## config.mk

```make
export PLATFORM = sky130hd
export DESIGN_NAME = isp_crop_stride
export DESIGN_NICKNAME = d
export VERILOG_FILES = /design/src/rtl/isp_crop_stride.sv
export SDC_FILE = /design/constraint.sdc
export NUM_CORES = 1
export LEC_CHECK = 0
export ABC_AREA = 1
export BUFFER_PORTS_ARGS = -buffer_cell sky130_fd_sc_hd__buf_2
export CAP_MARGIN = 20
export CORE_MARGIN = 2
export CORE_UTILIZATION = 30
export CTS_BUF_LIST = sky130_fd_sc_hd__clkbuf_8
export CTS_CLUSTER_SIZE = 30
export DETAILED_ROUTE_END_ITERATION = 10
export MAX_ROUTING_LAYER = met4
export PLACE_DENSITY = 0.58
export SLEW_MARGIN = 10
export SYNTH_ARGS = -nofsm -noshare
export SYNTH_HDL_FRONTEND = slang
export SYNTH_SLANG_ARGS = --single-unit
```

## constraint.sdc

```tcl
create_clock -name clk -period 10.07 [get_ports clk]
set_input_delay 3.021 -clock clk [delete_from_list [all_inputs] [get_ports clk]]
set_output_delay 3.021 -clock clk [all_outputs]
set_load 0.1 [all_outputs]
```

## src/rtl/isp_crop_stride.sv

```systemverilog
// Window crop with column/row decimation and regenerated fstart/hstart; `CROP_SHADOW_CFG_EN latches config per frame.
// Latency 2 cycles, 1 beat/cycle; both stages hold while S2 is occupied and in_ready is low.
module isp_crop_stride #(
  parameter int COLOR_DEPTH = 16,
  parameter int CHANNELS    = 3,
  parameter int COORD_W     = 16
) (
  input  logic                            clk,
  input  logic                            reset,
  input  logic [CHANNELS*COLOR_DEPTH-1:0] in_data,
  input  logic [7:0]                      in_user,
  input  logic                            in_valid,
  output logic                            out_ready,
  output logic [CHANNELS*COLOR_DEPTH-1:0] out_data,
  output logic [7:0]                      out_user,
  output logic                            out_valid,
  input  logic                            in_ready,
  input  logic [15:0]                     isp_ctrl,
  input  logic [COORD_W-1:0]              isp_out_offset_x,
  input  logic [COORD_W-1:0]              isp_out_offset_y,
  input  logic [COORD_W-1:0]              isp_out_pixel_x,
  input  logic [COORD_W-1:0]              isp_out_pixel_y,
  input  logic [7:0]                      isp_crop_step,
  output logic                            frame_done
);

  localparam int DW = CHANNELS * COLOR_DEPTH;
  localparam logic [COORD_W-1:0] CNT_ONE = COORD_W'(1);
  localparam logic [COORD_W:0]   LIM_ONE = (COORD_W + 1)'(1);
  localparam logic [3:0]         PH_ONE  = 4'd1;

  logic               act_q;
  logic [COORD_W-1:0] offx_q, offy_q, pw_q, ph_q;
  logic [3:0]         sx_q, sy_q;

  logic [COORD_W-1:0] cnt_x_q, cnt_y_q, cnt_x_d, cnt_y_d;
  logic [3:0]         phx_q, phy_q, phx_d, phy_d;
  logic               first_q;

  logic               v1_q, pass1_q, last1_q, v2_q, pass2_q, last2_q;
  logic [DW-1:0]      dat1_q, dat2_q;
  logic [7:0]         usr1_q, usr2_q;

  logic run, acc, fs, hs, frm_rst, cfg_load, use_live, live_act;
  logic               u_act;
  logic [COORD_W-1:0] u_offx, u_offy, u_pw, u_ph;
  logic [3:0]         u_sx, u_sy;
  logic [COORD_W:0]   end_x, end_y, lim_x, lim_y;
  logic               in_x, in_y, keep, hs_k, fs_k, last_k;
  logic               unused_ctrl;

  assign unused_ctrl = ^{isp_ctrl[15:8], isp_ctrl[6:1]};

  assign run       = in_ready | ~v2_q;
  assign out_ready = run;
  assign acc       = in_valid & run;
  assign fs        = in_user[1];
  assign hs        = in_user[0];
  assign frm_rst   = fs | first_q;
  assign live_act  = isp_ctrl[0] & isp_ctrl[7];

`ifdef CROP_SHADOW_CFG_EN
  // The frame-start beat itself already sees the values it latches.
  assign cfg_load = acc & fs;
  assign use_live = fs;
`else
  assign cfg_load = 1'b1;
  assign use_live = 1'b0;
`endif

  assign u_act  = use_live ? live_act         : act_q;
  assign u_offx = use_live ? isp_out_offset_x : offx_q;
  assign u_offy = use_live ? isp_out_offset_y : offy_q;
  assign u_pw   = use_live ? isp_out_pixel_x  : pw_q;
  assign u_ph   = use_live ? isp_out_pixel_y  : ph_q;
  assign u_sx   = use_live ? isp_crop_step[3:0] : sx_q;
  assign u_sy   = use_live ? isp_crop_step[7:4] : sy_q;

  always_ff @(posedge clk or posedge reset) begin
    if (reset) begin
      act_q  <= 1'b0;
      offx_q <= '0;
      offy_q <= '0;
      pw_q   <= '0;
      ph_q   <= '0;
      sx_q   <= '0;
      sy_q   <= '0;
    end else if (cfg_load) begin
      act_q  <= live_act;
      offx_q <= isp_out_offset_x;
      offy_q <= isp_out_offset_y;
      pw_q   <= isp_out_pixel_x;
      ph_q   <= isp_out_pixel_y;
      sx_q   <= isp_crop_step[3:0];
      sy_q   <= isp_crop_step[7:4];
    end
  end

  assign cnt_x_d = (frm_rst | hs) ? '0 : ((&cnt_x_q) ? cnt_x_q : cnt_x_q + CNT_ONE);
  assign cnt_y_d = frm_rst ? '0 : (hs ? ((&cnt_y_q) ? cnt_y_q : cnt_y_q + CNT_ONE) : cnt_y_q);

  // Phases realign at the window origin so decimation is anchored to offset, not to frame edge.
  assign phx_d = (cnt_x_d == u_offx) ? 4'd0 : ((phx_q == u_sx) ? 4'd0 : phx_q + PH_ONE);
  assign phy_d = (cnt_y_d == u_offy) ? 4'd0 :
                 (!(frm_rst | hs)) ? phy_q : ((phy_q == u_sy) ? 4'd0 : phy_q + PH_ONE);

  assign end_x = {1'b0, u_offx} + {1'b0, u_pw};
  assign end_y = {1'b0, u_offy} + {1'b0, u_ph};
  assign lim_x = {1'b0, cnt_x_d} + {{(COORD_W-3){1'b0}}, u_sx} + LIM_ONE;
  assign lim_y = {1'b0, cnt_y_d} + {{(COORD_W-3){1'b0}}, u_sy} + LIM_ONE;

  assign in_x   = (cnt_x_d >= u_offx) && ({1'b0, cnt_x_d} < end_x);
  assign in_y   = (cnt_y_d >= u_offy) && ({1'b0, cnt_y_d} < end_y);
  assign keep   = in_x & in_y & (phx_d == 4'd0) & (phy_d == 4'd0);
  assign hs_k   = keep & (cnt_x_d == u_offx);
  assign fs_k   = hs_k & (cnt_y_d == u_offy);
  // Last kept column/row: the next decimated position would fall outside the window.
  assign last_k = keep & (lim_x >= end_x) & (lim_y >= end_y);

  always_ff @(posedge clk or posedge reset) begin
    if (reset) begin
      cnt_x_q <= '0;
      cnt_y_q <= '0;
      phx_q   <= '0;
      phy_q   <= '0;
      first_q <= 1'b1;
    end else if (acc) begin
      cnt_x_q <= cnt_x_d;
      cnt_y_q <= cnt_y_d;
      phx_q   <= phx_d;
      phy_q   <= phy_d;
      first_q <= 1'b0;
    end
  end

  always_ff @(posedge clk or posedge reset) begin
    if (reset) begin
      v1_q    <= 1'b0;
      dat1_q  <= '0;
      usr1_q  <= '0;
      pass1_q <= 1'b0;
      last1_q <= 1'b0;
      v2_q    <= 1'b0;
      dat2_q  <= '0;
      usr2_q  <= '0;
      pass2_q <= 1'b0;
      last2_q <= 1'b0;
    end else if (run) begin
      v1_q    <= in_valid;
      dat1_q  <= in_data;
      usr1_q  <= u_act ? {in_user[7:2], fs_k, hs_k} : in_user;
      pass1_q <= keep | ~u_act;
      last1_q <= last_k & u_act;
      v2_q    <= v1_q;
      dat2_q  <= dat1_q;
      usr2_q  <= usr1_q;
      pass2_q <= pass1_q;
      last2_q <= last1_q;
    end
  end

  assign out_data   = dat2_q;
  assign out_user   = usr2_q;
  assign out_valid  = v2_q & pass2_q;
  assign frame_done = out_valid & in_ready & last2_q;

endmodule

```

==> impl_metrics.yaml <==
floorplanning:
  fp.dieW_um: 217
  fp-row-count: 78
  ios: 207
  core_area_mm2: 0.0451
  die_h_um: 217
  dieArea_mm2: 0.0471
  start_util_pct: 30.2
routing:
  drc: 0
  viasPerCell: 4.48
  vias: 11050
  firstDrtPassIters: 5
  avgRoutedWirePerCell_um: 13.7
  detail-route-antenna-nets: 0
  drt_iter0_drc: 475
  wl_um: 33800
min_path:
  hold_start: "v1_q$_DFFE_PP0N_"
  hold_path_class: "flop to flop"
power_and_ir_drop:
  p_per_area_mw_per_mm2: 183
  design_power_total_mw: 2.99
  p_leak_nw: 8.43
  vdd_drop_max_mv: 0.132
job:
  maxCapViolCount: 0
sta:
  hold_viol: 0
  clock-skew-final_ps: 22.8
  finalSetupViolations: 0
  tns_ps: 0
  fin_crit_ps: 7510
  maxSlewHeadroom_pct: 29.7
  fin_crit_sh_pct: 74.6
  timing.fmax_mhz: 133
  worstMarginPinSlew_ps: 1050
  finalMaxSlewViolations: 0
  rsz0062_at_grt: "false"
setup_path:
  path_max_fanout: 15
  slowest_delay_ps: 590
  r2r_slack_ps: 4740
  critPathSlowestCell: "a211oi_1"
  cp_cell_sequence: "buf_2 -> nor2_4 -> inv_4 -> nor2_2 -> inv_2 -> a211oi_1 -> ha_1 -> inv_1 -> o21ai_4 -> nand2_2 -> nor2_2 -> nand3_2 -> nor3_4 -> nand2_1 -> xor2_1 -> ha_1 -> nand2_1 -> nor2_1 -> nand4_1 -> o41ai_1 -> a21oi_1 -> o21ai_0 -> nand4_1 -> o21ai_0"
  cp-end-kind: "flop"
  reg2reg_from: "first_q$_DFFE_PP1P_"
  cp_num_buf_inv: 4
  crit_family: "simple AND/OR/NAND/NOR gates"
  path_class: "primary input to flop"
  startpoint_type: "primary input"
  cp.arrival_ps: 7990
  worstPathRequired_ps: 10550
  worstSetupStartpoint: "in_user[1]"
cts:
  hold_buffers: 0
  cts_max_level: 2
  cts_resized: 0
  tritoncts: "done"
  clockRootBuffer: "clkbuf_8"
  postCtsSetupBuffers: 0
  cts_sinks: 232
  numCtsBuffers: 43
  clkSlewWorstSetupHoldPaths_ps: 60
  clockBufferDepth: 3
  insertion_delay_ps: 580
placed_design:
  place.gp.congestion: 0.867
  portBuffers: 192
  dp_hpwl_um: 25500
synth:
  synth_fp_nets: 1897
  synth_commonest_cells: "nand2_1 (396), dfrtp_1 (231), inv_1 (198)"
  synth.yosys.seq_area_share_pct: 42.7
  ys_warn_count: 0
  avgSynthCellArea_um2: 8.44
  async_flop_share_pct: 100
  syn_inst: 1613
  ys_types: 50
  netlist_top_cells_area: "dfrtp_1 (42%), ha_1 (12%), nand2_1 (11%), o21ai_0 (5.6%), inv_1 (5.5%)"
  synth_top_flop_cell: "dfrtp_1"
  syn_area_mm2: 0.0136
  synth_top_cell_by_area: "dfrtp_1"
  yosys.area.top_type_share_pct: 42.5
  synth_edf_count: 0
  yosysMostFrequentCell: "nand2_1"
  ys_ff_latch: 232
grt:
  grt_antenna_before_repair: 18
  grt_pass1_wl_um: 55400
  grt_max_degree: 120
  grt_pass1_vias: 11001
  groute.usage.overall_pct: 14.8
  grt_overflow: 0
final_layout:
  area_growth_pct: 19.7
  nFillCells: 4693
  nets: 2103
  utilization_pct: 36.1
  drive_gt1_share_pct: 19.3
run_status:
  status: "completed"
cell type report:
type | instances | area [um^2] | share of cell area [%]
Multi-Input combinational cell | 1127 | 6850 | 42.1
Sequential cell | 232 | 5810 | 35.6
Timing Repair Buffer | 199 | 1030 | 6.34
Inverter | 216 | 822 | 5.05
Clock buffer | 55 | 757 | 4.65
Tap cell | 600 | 751 | 4.61
Clock inverter | 19 | 216 | 1.33
Antenna cell | 20 | 50.0 | 0.307
tightest hold or removal path: stages (launching register included):
cell	delay, ps
dfrtp_1	320
inv_1	50
nand2_1	50
layout by cell type, fill, tap and decap left out, types with 19 or more instances in the layout:
master / Yosys / layout
nand3_1: 48 / 48
nor2_1: 91 / 90
dfrtp_1: 231 / 231
nor3_1: 19 / 19
buf_2: 3 / 192
diode_2: 0 / 20
ha_1: 132 / 132
nand2_1: 396 / 396
xnor2_1: 25 / 25
clkbuf_8: 0 / 55
inv_1: 198 / 204
xor2_1: 48 / 48
o21ai_0: 151 / 151
a21oi_1: 81 / 81
layer usage:
metal	track usage (%)	vias to the layer above	part of all wire [%]
li1	-	5674	-
met1	18.6	5137	45
met2	22.7	183	46
met3	4.22	56	5.8
met4	5.62	0	3.1
met5	-	-	0
per-stage QoR:
stage | hold WS [ps] | worst slack, ps | cells | cell area [um^2]
after floorplan | 420 | 689 | 1613 | 13600
after global placement | 436 | 2080 | 2373 | 15200
after detailed placement | 433 | 1970 | 2373 | 15200
after CTS | 442 | 2540 | 2447 | 16200
after global routing | 490 | 2260 | 2466 | 16300
final | 439 | 2560 | 2468 | 16300
path summary, 6_finish.rpt:
check / cells past startpoint / endpoint
setup / recovery: 24 / last1_q$_DFFE_PP0N_
hold / removal: 2 / v2_q$_DFFE_PP0N_
setup reg to reg: 23 / last1_q$_DFFE_PP0N_
hold reg to reg: 2 / v2_q$_DFFE_PP0N_
max in group asynchronous: 3 / dat1_q[35]$_DFFE_PP0N_
min in group asynchronous: 2 / pw_q[10]$_DFF_PP0_
report_power, final:
part / internal [mW] / switching (mW)
Combinational: 0.216 / 0.656
Sequential: 1.04 / 0.0656
Clock: 0.599 / 0.411
Total: 1.85 / 1.13
flip-flops by register name, summed over array words and instances (netlist names), 4 cells and up:
name and cells:
usr1_q 8, sy_q 4, out_user 8, offy_q 16, offx_q 16, phx_q 4
dat1_q 48, pw_q 16, cnt_y_q 16, ph_q 16, cnt_x_q 16, sx_q 4
phy_q 4, out_data 48
kinds of logic after synthesis:
group	count (synthesis)	synth area share [%]
AOI/OAI and AO/OA	276	11.4
xor gates and xnor gates	74	4.82
adders and majority gates	136	12.7
buffers and inverters	254	7.05
DFF	232	42.7
and+or+nand+nor	641	21.4
No activity file was read; power rests on OpenSTA's default activity.
